<file path="config.mk">
export PLATFORM = sky130hd
export DESIGN_NAME = commit_trace_monitor
export DESIGN_NICKNAME = d
export VERILOG_FILES = /design/src/rtl/commit_trace_monitor_pkg.sv /design/src/rtl/commit_trace_monitor_itrace.sv /design/src/rtl/commit_trace_monitor.sv
export SDC_FILE = /design/constraint.sdc
export NUM_CORES = 2
export LEC_CHECK = 0
export BUFFER_PORTS_ARGS = -buffer_cell sky130_fd_sc_hd__clkbuf_2
export CORE_UTILIZATION = 55
export CTS_CLUSTER_SIZE = 40
export DETAILED_ROUTE_END_ITERATION = 7
export PLACE_DENSITY = 0.7
export SLEW_MARGIN = 15
export SYNTH_ARGS = -nofsm -noshare
export SYNTH_HDL_FRONTEND = slang
export SYNTH_HIERARCHICAL = 1
export SYNTH_SLANG_ARGS = --single-unit
</file>
<file path="constraint.sdc">
create_clock -name clock -period 35.1 [get_ports clock]
set_clock_uncertainty 0.2 [all_clocks]
set_input_delay 3.51 -clock clock [delete_from_list [all_inputs] [get_ports clock]]
set_output_delay 3.51 -clock clock [all_outputs]
set_load 0.05 [all_outputs]
</file>
<file path="src/rtl/commit_trace_monitor_pkg.sv">
// Shared types for the commit trace monitor.
// Monitor state, trap cause and the ebreak encoding.
package commit_trace_monitor_pkg;

   typedef enum logic {
      ST_RUN  = 1'b0,
      ST_HALT = 1'b1
   } mon_state_e;

   typedef enum logic [1:0] {
      TRAP_NONE    = 2'd0,
      TRAP_GOOD    = 2'd1,
      TRAP_BAD     = 2'd2,
      TRAP_TIMEOUT = 2'd3
   } trap_cause_e;

   localparam logic [31:0] EBREAK_INST = 32'h0010_0073;

endpackage

</file>
<file path="src/rtl/commit_trace_monitor_itrace.sv">
// Ring buffer of the most recent retired instructions.
// Several writes per cycle; reads are relative to the newest entry.
module commit_trace_monitor_itrace
   import commit_trace_monitor_pkg::*;
#(
   parameter int unsigned XLEN       = 64,
   parameter int unsigned ILEN       = 32,
   parameter int unsigned RING_DEPTH = 16,
   parameter int unsigned NR_COMMIT  = 1
) (
   input  logic                          clock,
   input  logic                          reset,
   input  logic [NR_COMMIT-1:0]          wr_en_i,
   input  logic [NR_COMMIT*XLEN-1:0]     wr_pc_i,
   input  logic [NR_COMMIT*ILEN-1:0]     wr_inst_i,
   input  logic [$clog2(RING_DEPTH)-1:0] rd_idx_i,
   output logic [XLEN-1:0]               rd_pc_o,
   output logic [ILEN-1:0]               rd_inst_o,
   output logic                          rd_valid_o
);

   localparam int unsigned IDX_W  = $clog2(RING_DEPTH);
   localparam int unsigned FILL_W = IDX_W + 1;
   localparam int unsigned CW     = $clog2(NR_COMMIT + 1);
   localparam int unsigned SUM_W  = FILL_W + CW;

   logic [XLEN-1:0]   pc_mem_q   [RING_DEPTH];
   logic [ILEN-1:0]   inst_mem_q [RING_DEPTH];
   logic [IDX_W-1:0]  wp_q, wp_d;
   logic [FILL_W-1:0] fill_q, fill_d;
   logic [IDX_W-1:0]  slot [NR_COMMIT];
   logic [CW-1:0]     n_wr;
   logic [SUM_W-1:0]  fill_sum;
   logic [IDX_W-1:0]  rd_slot;

   // Pack enabled lanes in lane order from the write pointer.
   always_comb begin
      n_wr = '0;
      for (int i = 0; i < NR_COMMIT; i++) begin
         slot[i] = wp_q + IDX_W'(n_wr);
         if (wr_en_i[i]) n_wr = n_wr + CW'(1);
      end
      wp_d     = wp_q + IDX_W'(n_wr);
      fill_sum = SUM_W'(fill_q) + SUM_W'(n_wr);
      fill_d   = (fill_sum >= SUM_W'(RING_DEPTH)) ?
                 FILL_W'(RING_DEPTH) : FILL_W'(fill_sum);
   end

   // Write pointer and saturating fill count.
   always_ff @(posedge clock or posedge reset) begin
      if (reset) begin
         wp_q   <= '0;
         fill_q <= '0;
      end else begin
         wp_q   <= wp_d;
         fill_q <= fill_d;
      end
   end

   // Entry storage; stale contents are hidden by the fill count.
   always_ff @(posedge clock) begin
      for (int i = 0; i < NR_COMMIT; i++) begin
         if (wr_en_i[i]) begin
            pc_mem_q[slot[i]]   <= wr_pc_i[i*XLEN +: XLEN];
            inst_mem_q[slot[i]] <= wr_inst_i[i*ILEN +: ILEN];
         end
      end
   end

   assign rd_slot    = wp_q - IDX_W'(1) - rd_idx_i;
   assign rd_pc_o    = pc_mem_q[rd_slot];
   assign rd_inst_o  = inst_mem_q[rd_slot];
   assign rd_valid_o = FILL_W'(rd_idx_i) < fill_q;

endmodule

</file>
<file path="src/rtl/commit_trace_monitor.sv">
// End-of-simulation monitor: exit trap, watchdog and itrace.
// Sits beside writeback and reports to the harness.
module commit_trace_monitor
   import commit_trace_monitor_pkg::*;
#(
   parameter int unsigned XLEN       = 64,
   parameter int unsigned ILEN       = 32,
   parameter int unsigned NR_COMMIT  = 1,
   parameter int unsigned RING_DEPTH = 16,
   parameter int unsigned TIMEOUT    = 100000,
   parameter int unsigned CNT_W      = 64
) (
   input  logic                          clock,
   input  logic                          reset,
   input  logic [NR_COMMIT-1:0]          commit_valid,
   input  logic [NR_COMMIT*XLEN-1:0]     commit_pc,
   input  logic [NR_COMMIT*ILEN-1:0]     commit_inst,
   input  logic [NR_COMMIT-1:0]          commit_exit,
   input  logic [XLEN-1:0]               a0,
   input  logic [$clog2(RING_DEPTH)-1:0] rd_idx,
   output logic [XLEN-1:0]               rd_pc,
   output logic [ILEN-1:0]               rd_inst,
   output logic                          rd_valid,
   output logic                          halted,
   output logic                          finish,
   output logic                          good_trap,
   output logic                          bad_trap,
   output logic                          timeout,
   output logic [XLEN-1:0]               exit_code,
   output logic [XLEN-1:0]               trap_pc,
   output logic [ILEN-1:0]               trap_inst,
   output logic [CNT_W-1:0]              commit_count,
   output logic [CNT_W-1:0]              cycle_count
);

   localparam logic [31:0] WD_LIM =
      (TIMEOUT == 0) ? 32'd0 : 32'(TIMEOUT - 1);

   mon_state_e        state_q, state_d;
   trap_cause_e       cause_q, cause_d;
   logic              finish_q, finish_d;
   logic [XLEN-1:0]   code_q, code_d;
   logic [XLEN-1:0]   tpc_q, tpc_d;
   logic [ILEN-1:0]   tinst_q, tinst_d;
   logic [XLEN-1:0]   last_pc_q, last_pc_d;
   logic [ILEN-1:0]   last_inst_q, last_inst_d;
   logic [CNT_W-1:0]  cnt_q, cnt_d;
   logic [CNT_W-1:0]  cyc_q, cyc_d;
   logic [31:0]       wd_q, wd_d;

   logic [NR_COMMIT-1:0] acc;
   logic                 blocked;
   logic                 has_exit;
   logic [XLEN-1:0]      exit_pc;
   logic [ILEN-1:0]      exit_inst;
   logic [CNT_W-1:0]     n_acc;

   // Accept lanes up to and including the oldest exit lane.
   always_comb begin
      acc         = '0;
      blocked     = 1'b0;
      has_exit    = 1'b0;
      exit_pc     = '0;
      exit_inst   = '0;
      n_acc       = '0;
      last_pc_d   = last_pc_q;
      last_inst_d = last_inst_q;
      for (int i = 0; i < NR_COMMIT; i++) begin
         if (state_q == ST_RUN && commit_valid[i] && !blocked) begin
            acc[i]      = 1'b1;
            n_acc       = n_acc + CNT_W'(1);
            last_pc_d   = commit_pc[i*XLEN +: XLEN];
            last_inst_d = commit_inst[i*ILEN +: ILEN];
            if (commit_exit[i]) begin
               blocked   = 1'b1;
               has_exit  = 1'b1;
               exit_pc   = commit_pc[i*XLEN +: XLEN];
               exit_inst = commit_inst[i*ILEN +: ILEN];
            end
         end
      end
   end

   // Next state, counters, watchdog and trap capture.
   always_comb begin
      state_d  = state_q;
      cause_d  = cause_q;
      finish_d = 1'b0;
      code_d   = code_q;
      tpc_d    = tpc_q;
      tinst_d  = tinst_q;
      cnt_d    = cnt_q;
      cyc_d    = cyc_q;
      wd_d     = wd_q;
      if (state_q == ST_RUN) begin
         cyc_d = cyc_q + CNT_W'(1);
         cnt_d = cnt_q + n_acc;
         wd_d  = (|acc) ? 32'd0 : wd_q + 32'd1;
         if (has_exit) begin
            state_d  = ST_HALT;
            finish_d = 1'b1;
            cause_d  = (a0 == '0) ? TRAP_GOOD : TRAP_BAD;
            code_d   = a0;
            tpc_d    = exit_pc;
            tinst_d  = exit_inst;
         end else if (!(|acc) && TIMEOUT != 0 && wd_q == WD_LIM) begin
            state_d  = ST_HALT;
            finish_d = 1'b1;
            cause_d  = TRAP_TIMEOUT;
            code_d   = '0;
            tpc_d    = last_pc_q;
            tinst_d  = last_inst_q;
         end
      end
   end

   // State and monitor registers.
   always_ff @(posedge clock or posedge reset) begin
      if (reset) begin
         state_q     <= ST_RUN;
         cause_q     <= TRAP_NONE;
         finish_q    <= 1'b0;
         code_q      <= '0;
         tpc_q       <= '0;
         tinst_q     <= '0;
         last_pc_q   <= '0;
         last_inst_q <= '0;
         cnt_q       <= '0;
         cyc_q       <= '0;
         wd_q        <= '0;
      end else begin
         state_q     <= state_d;
         cause_q     <= cause_d;
         finish_q    <= finish_d;
         code_q      <= code_d;
         tpc_q       <= tpc_d;
         tinst_q     <= tinst_d;
         last_pc_q   <= last_pc_d;
         last_inst_q <= last_inst_d;
         cnt_q       <= cnt_d;
         cyc_q       <= cyc_d;
         wd_q        <= wd_d;
      end
   end

   commit_trace_monitor_itrace #(
      .XLEN       (XLEN),
      .ILEN       (ILEN),
      .RING_DEPTH (RING_DEPTH),
      .NR_COMMIT  (NR_COMMIT)
   ) u_itrace (
      .clock      (clock),
      .reset      (reset),
      .wr_en_i    (acc),
      .wr_pc_i    (commit_pc),
      .wr_inst_i  (commit_inst),
      .rd_idx_i   (rd_idx),
      .rd_pc_o    (rd_pc),
      .rd_inst_o  (rd_inst),
      .rd_valid_o (rd_valid)
   );

   assign halted       = (state_q == ST_HALT);
   assign finish       = finish_q;
   assign good_trap    = (cause_q == TRAP_GOOD);
   assign bad_trap     = (cause_q == TRAP_BAD);
   assign timeout      = (cause_q == TRAP_TIMEOUT);
   assign exit_code    = code_q;
   assign trap_pc      = tpc_q;
   assign trap_inst    = tinst_q;
   assign commit_count = cnt_q;
   assign cycle_count  = cyc_q;

endmodule
</file>
After elaboration in Yosys (flattened, before gate mapping) --
Memory sizes are Yosys's and may differ from the RTL's. Cells that the tools add are included.
Storage, ports and cells: register bits after elaboration 429, memory bits (writable) 1536, output and inout bits 390, logic and storage cells 60, memories 2
Memory list:
- u_itrace.pc_mem_q | depth 16, bits a word 64, rd ports 1, clocked after memory_dff 0, wr ports 1, line commit_trace_monitor_itrace.sv:27 | logic [XLEN-1:0] pc_mem_q [RING_DEPTH];
- u_itrace.inst_mem_q | depth 16, bits a word 32, rd ports 1, clocked after memory_dff 0, wr ports 1, line commit_trace_monitor_itrace.sv:28 | logic [ILEN-1:0] inst_mem_q [RING_DEPTH];
Operators by class: add/subtract/negate cells 7, order comparisons 2, eq/ne operators 4, muxes and demuxes 25, bitwise gates (word level) 1, reductions and logical operators 6
Operator list (count):
- 64-bit two-way mux | 6
- 32-bit two-way mux | 5
- 64-bit by 1-bit adder with 64-bit output, second input constant | 1
- 64-bit adder | 1
- 64-bit logical NOT | 1
- 32-bit by 1-bit adder with 32-bit output, second input constant | 1
- 32-bit by 17-bit equality test with 1-bit output, second input constant | 1
- 1-bit two-way mux | 10
- 5-bit by 1-bit adder with 6-bit output | 1
- 6-bit by 5-bit greater-or-equal comparator with 1-bit output, second input constant | 1
- 2-bit two-way mux | 3
- 4-bit by 5-bit less-than comparator with 1-bit output | 1
- 5-bit two-way mux | 1
- 4-bit by 1-bit adder with 4-bit output | 1
- 2-bit equality test, second input constant | 2
- 4-bit by 1-bit subtractor with 4-bit output, second input constant | 1
- 4-bit subtractor | 1
- 2-bit by 1-bit equality test with 1-bit output, second input constant | 1
- 1-bit logical AND | 2
- 2-bit AND reduction | 1
- 2-bit nonzero test | 1
- 1-bit logical NOT | 1
- 1-bit inverter | 1

Depth between registers and ports, before layout --
depth in word-level cells 8, depth in mapped cells 14, depth with buffers taken out 9

Hierarchy --
Netlist, hierarchy kept.
Modules (own cells, without submodules):
- commit_trace_monitor_itrace | times used 1, cells an instance 2649, area an instance 58996.6 um^2, sequential area each 46349.5 um^2
- commit_trace_monitor | times used 1, cells an instance 1806, area an instance 18328.8 um^2, sequential area each 10510.1 um^2

Worst setup path after synthesis --
Ideal clock, no wire load.
kind input to register, start point in commit_valid, end point mem u_itrace.inst_mem_q[0][0], enable pin, setup time 0.668 ns, arrival 11.657 ns, data required time 34.232 ns, path slack 22.574 ns, stages on the path 8, buffers on the path 4, path through buf_2 nand2b_1 buf_2 clkinv_1 clkbuf_1 clkbuf_1 or3b_2 nor3_1
On the way: cells in the longest elaborated chain, start to end 4
Ends and longest elaborated chain:
- start: declaration | line commit_trace_monitor.sv:15 | input logic [NR_COMMIT-1:0] commit_valid,
- 1-bit logical AND | line commit_trace_monitor.sv:69 | if (state_q == ST_RUN && commit_valid[i] && !blocked) begin
- 1-bit two-way mux | line commit_trace_monitor.sv:69
- net acc | line commit_trace_monitor.sv:51 | logic [NR_COMMIT-1:0] acc;
- 1-bit two-way mux | line commit_trace_monitor_itrace.sv:63 | if (wr_en_i[i]) begin
- 1-bit two-way mux (implied by the code) | line commit_trace_monitor_itrace.sv:65 | inst_mem_q[slot[i]] <= wr_inst_i[i*ILEN +: ILEN];
- end: declaration | line commit_trace_monitor_itrace.sv:28
The timed path passes the listed nets, and every way through them passes these cells.

Final worst setup path --
start point in rd_idx[0], end point out rd_pc[32]
On the way: cells in the longest elaborated chain, start to end 2
Ends and longest elaborated chain:
- start: declaration | line commit_trace_monitor.sv:20 | input logic [$clog2(RING_DEPTH)-1:0] rd_idx,
- 4-bit subtractor | line commit_trace_monitor_itrace.sv:70 | assign rd_slot = wp_q - IDX_W'(1) - rd_idx_i;
- memory read 16 x 64 bit
- end: declaration | line commit_trace_monitor.sv:21 | output logic [XLEN-1:0] rd_pc,
Every way passes these cells.

==> impl_summary.md <==
STA
Derived from the worst setup path, the maximum achievable clock frequency is 79.2 MHz. Setup repair after global routing left no endpoint under its margin. The final number of setup-violating endpoints is 0. The max-slew headroom at the worst pin is 0.224. The total negative slack for setup checks is 0 ns. The final period demand of the worst path is 12.62 ns. For the pin with the worst max-slew slack, the measured transition is 1.16 ns. The final count of pins violating max slew is 0. The minimum setup slack in the final design is 22.48 ns. The number of hold violations in the final report is 0. In the finished design, the share of the clock period the worst path needs comes to 0.360.

CTS
In this run the post-CTS setup repair buffer count came out at 0. The clock tree from TritonCTS is done. The clock passes through at most 3 buffers.

After clock tree synthesis, the flow added hold-fix buffers numbering 0. The buffer cell driving the clock tree root is sky130_fd_sc_hd__clkbuf_16. In this run the number of H-tree levels came out at 4.

Clock-pin slew was measured on the worst setup and hold paths at 0.06 ns. The CTS buffer count is 195. The latest clock arrival within the worst-skew pair is 0.82 ns. After clock tree synthesis, the repair step resized 0 gates.

Counting every sink on the clock net gives 1965.

Synthesis
For this run, asynchronously set or reset flops after synthesis account for 0.218. The flip-flop and latch count after synthesis is 1965. The synthesized design spends more area on one cell type than any other, namely sky130_fd_sc_hd__edfxtp_1. The top flip-flop cell by instance count after synthesis is sky130_fd_sc_hd__edfxtp_1. The average instance area after synthesis is 17.4 um^2.

Sorting the synthesized cells by how often they occur yields sky130_fd_sc_hd__edfxtp_1, sky130_fd_sc_hd__nand2_1, sky130_fd_sc_hd__nand3_1, sky130_fd_sc_hd__dfrtp_1, sky130_fd_sc_hd__mux4_2. The count of flip-flops with a built-in enable after synthesis is 1536. By area the synthesized netlist is led by sky130_fd_sc_hd__edfxtp_1, sky130_fd_sc_hd__dfrtp_1, sky130_fd_sc_hd__mux4_2. The cell count after synthesis came out at 4455. The total of warnings raised by yosys is 6.

By instance count, the leading cell after synthesis is sky130_fd_sc_hd__edfxtp_1. The count of different cell masters after synthesis is 57. The number of nets handed over by synthesis was 4638. For this run, the register share of the synthesized area comes to 0.735. The share of the synthesized area in the top cell type is 0.596. The total standard cell area after synthesis is 77300 um^2.

Pwr
The worst-case vdd ir drop is 0.0000402 V. The reported leakage power is 32.5 nW. The completed layout was analyzed and its total power is 4.99 mW. For this design the ratio of total power to cell area is 56.5 nW/um^2.

Global routing
The number of antenna violations at the first check in global routing is 18. The first-pass GRT wire length is 288 mm. The total overflow left after global routing is 0. Entering global routing, the biggest net connects 156 pins. The number of global-route vias before repair came to 43900. The total routing usage reported by global routing is 0.277.

Drt
Dividing the detail-routed wire length by the instance count gives 27.5 um. The final wirelength is 195 mm. Before antenna repair, the detailed router went through 6 iterations. The remaining routing DRC violations is 0.

The via total after detailed routing is 43200. The post-detailed-route via-to-cell ratio is 6.11. The starting DRC count in detailed routing is 4165.

The post-detailed-route count of antenna-violating nets is 0.

Setup path
Of all nets on the critical path, the largest fanout is 47. STA classifies the critical path endpoint as an output pin. For this run, the slowest stage of the critical path takes 0.86 ns. The kind of launch point of the worst setup path is an input pin. The class of the most critical setup path is input pin to output pin.

The standard cell with the maximum stage delay on the critical path is sky130_fd_sc_hd__buf_4. The arrival time reported for the critical path endpoint is 8.91 ns. The most frequent cell on the critical path is sky130_fd_sc_hd__buf_4.

On the critical path the largest part of the delay comes from buffers and inverters. The sum of buffers and inverters on the critical path is 7. Traced cell by cell, the critical path runs through clkbuf_2 > inv_1 > ha_4 > buf_4 > buf_4 > buf_4 > buf_4 > mux4_2 > nand3_1 > nand4_1 > clkbuf_2. The data required time of the worst path is 31.39 ns.

Layout
In the final layout, the share of cells above drive strength 1 is 0.274. The number of non-filler instances in the completed layout is 7071. Relative to the synthesized area, the layout overhead comes to 14.2%. The final net count is 5206. Once layout is done, the placed cells without fillers occupy 88300 um^2. After filler insertion, the fill cell instance count of the layout stands at 9960.

Placement
After detailed placement, the total cell area comes to 82000 um^2. The number of placed instances, taps included, is 6702. Port buffering added 557 buffers. Routability-driven placement finished with a final weighted congestion of 0.892.

The half-perimeter wire length after placement is 104 mm. Prior to clock tree synthesis, the placed netlist has a worst setup slack of 22.31 ns.

Run
Across the run, the number of max-cap violations was 0.

Run status
The flow ran to the end, and the final reports show no timing, DRC or antenna violations.

Floorplan
The floorplan step defined a die boundary enclosing 142000 um^2. The floorplan has 137 rows. The core region is 140000 um^2. For this configuration, the core starts out at a cell density of 0.554. The die height is 377 um.

The horizontal die dimension is 377 um. The I/O pin count is 558.

Worst hold path
In this run the worst hold path is classified as flip-flop to flip-flop.
==> per-layer routing <==
layer	global-route usage	routed length, um	up-vias
met5	0	116	-
li1	-	-	18500
met1	0.380	77200	22600
met4	0.0797	4740	18
met3	0.0656	17600	294
met2	0.446	95000	1884
==> state kept, by name, summed over array words and instances (netlist names) <==
name                 cells
exit_code               64
u_itrace/wp_q            4
last_pc_q               64
commit_count            64
u_itrace/pc_mem_q     1024
cause_q                  2
finish                   1
u_itrace/fill_q          5
trap_pc                 64
u_itrace/inst_mem_q    512
cycle_count             64
last_inst_q             32
trap_inst               32
halted                   1
wd_q                    32
==> kinds of logic after synthesis <==
family / after synthesis / synth area share
XOR/XNOR: 157 / 0.0181
AND/OR/NAND/NOR: 1460 / 0.0886
AO/OA/AOI/OAI: 94 / 0.00987
flip-flops: 1965 / 0.735
adder cells (fa/ha/maj): 15 / 0.00252
buffers and inverters: 281 / 0.0189
multiplexers: 483 / 0.127
==> cell usage in the layout, fill, tap and decap left out, types with 13 or more instances in the layout <==
master / n
sky130_fd_sc_hd__a22o_1: 64
sky130_fd_sc_hd__inv_1: 25
sky130_fd_sc_hd__clkbuf_2: 557
sky130_fd_sc_hd__clkinv_1: 26
sky130_fd_sc_hd__nand2_1: 637
sky130_fd_sc_hd__and3_1: 25
sky130_fd_sc_hd__nor3_1: 28
sky130_fd_sc_hd__clkbuf_1: 59
sky130_fd_sc_hd__nor4_1: 35
sky130_fd_sc_hd__dfrtp_1: 429
sky130_fd_sc_hd__bufinv_16: 14
sky130_fd_sc_hd__edfxtp_1: 1536
sky130_fd_sc_hd__nor2_1: 59
sky130_fd_sc_hd__xor2_1: 61
sky130_fd_sc_hd__mux2_2: 89
sky130_fd_sc_hd__nand3_1: 454
sky130_fd_sc_hd__buf_4: 54
sky130_fd_sc_hd__mux4_2: 384
sky130_fd_sc_hd__clkbuf_16: 200
sky130_fd_sc_hd__nand4_1: 147
sky130_fd_sc_hd__xnor2_1: 91
sky130_fd_sc_hd__buf_12: 13
sky130_fd_sc_hd__clkinv_2: 34
sky130_fd_sc_hd__ha_1: 13
==> report_power, final <==
| part | leakage, nW | internal [mW] | switching (mW) | total (mW) |
|---|---|---|---|---|
| Combinational | 9.95 | 0.129 | 0.279 | 0.408 |
| Sequential | 19.5 | 2.52 | 0.00906 | 2.53 |
| Clock | 3.06 | 1.18 | 0.871 | 2.05 |
| Total | 32.5 | 3.83 | 1.16 | 4.99 |
==> cell type report <==
| cell class | instances | area [um^2] | area share |
|---|---|---|---|
| repair buffers | 624 | 3450 | 0.0391 |
| flip-flops and latches | 1965 | 56900 | 0.644 |
| clock buffers | 271 | 5390 | 0.0611 |
| clock inverters | 88 | 878 | 0.00995 |
| well taps | 1876 | 2350 | 0.0266 |
| inverters | 28 | 123 | 0.00139 |
| diodes | 10 | 25.0 | 0.000283 |
| multi-input cells | 2209 | 19200 | 0.218 |
==> worst reg2reg max path: stages (launching register included) <==
cell,delay [ns]
sky130_fd_sc_hd__dfrtp_1,0.86
sky130_fd_sc_hd__nand2b_4,0.41
sky130_fd_sc_hd__nand4_1,0.11
sky130_fd_sc_hd__or4_1,0.54
sky130_fd_sc_hd__a21o_2,0.24
sky130_fd_sc_hd__buf_4,0.31
sky130_fd_sc_hd__inv_6,0.45
sky130_fd_sc_hd__buf_4,0.44
sky130_fd_sc_hd__buf_4,0.66
sky130_fd_sc_hd__mux2_2,0.50
==> worst paths after layout <==
kind                                       start          endpoint  slack, ns  cells past startpoint
worst max register to register            halted       trap_pc[51]      30.27                      9
worst min-delay path            commit_count[63]  commit_count[63]       0.27                      1
max in group asynchronous                  reset     last_pc_q[19]      29.05                      5
worst min register to register  commit_count[63]  commit_count[63]       0.27                      1
worst max-delay path                   rd_idx[0]         rd_pc[32]      22.48                     11
min in group asynchronous                  reset  u_itrace/wp_q[1]       2.54                      2
==> through the flow <==
stage          hold WS [ns]   util
2_1_floorplan         0.230      -
3_3_place_gp          0.258  0.587
3_5_place_dp          0.263  0.588
4_1_cts               0.277  0.633
5_1_grt               0.282  0.633
6_report              0.274  0.633
(Power assumes the default switching activity.)
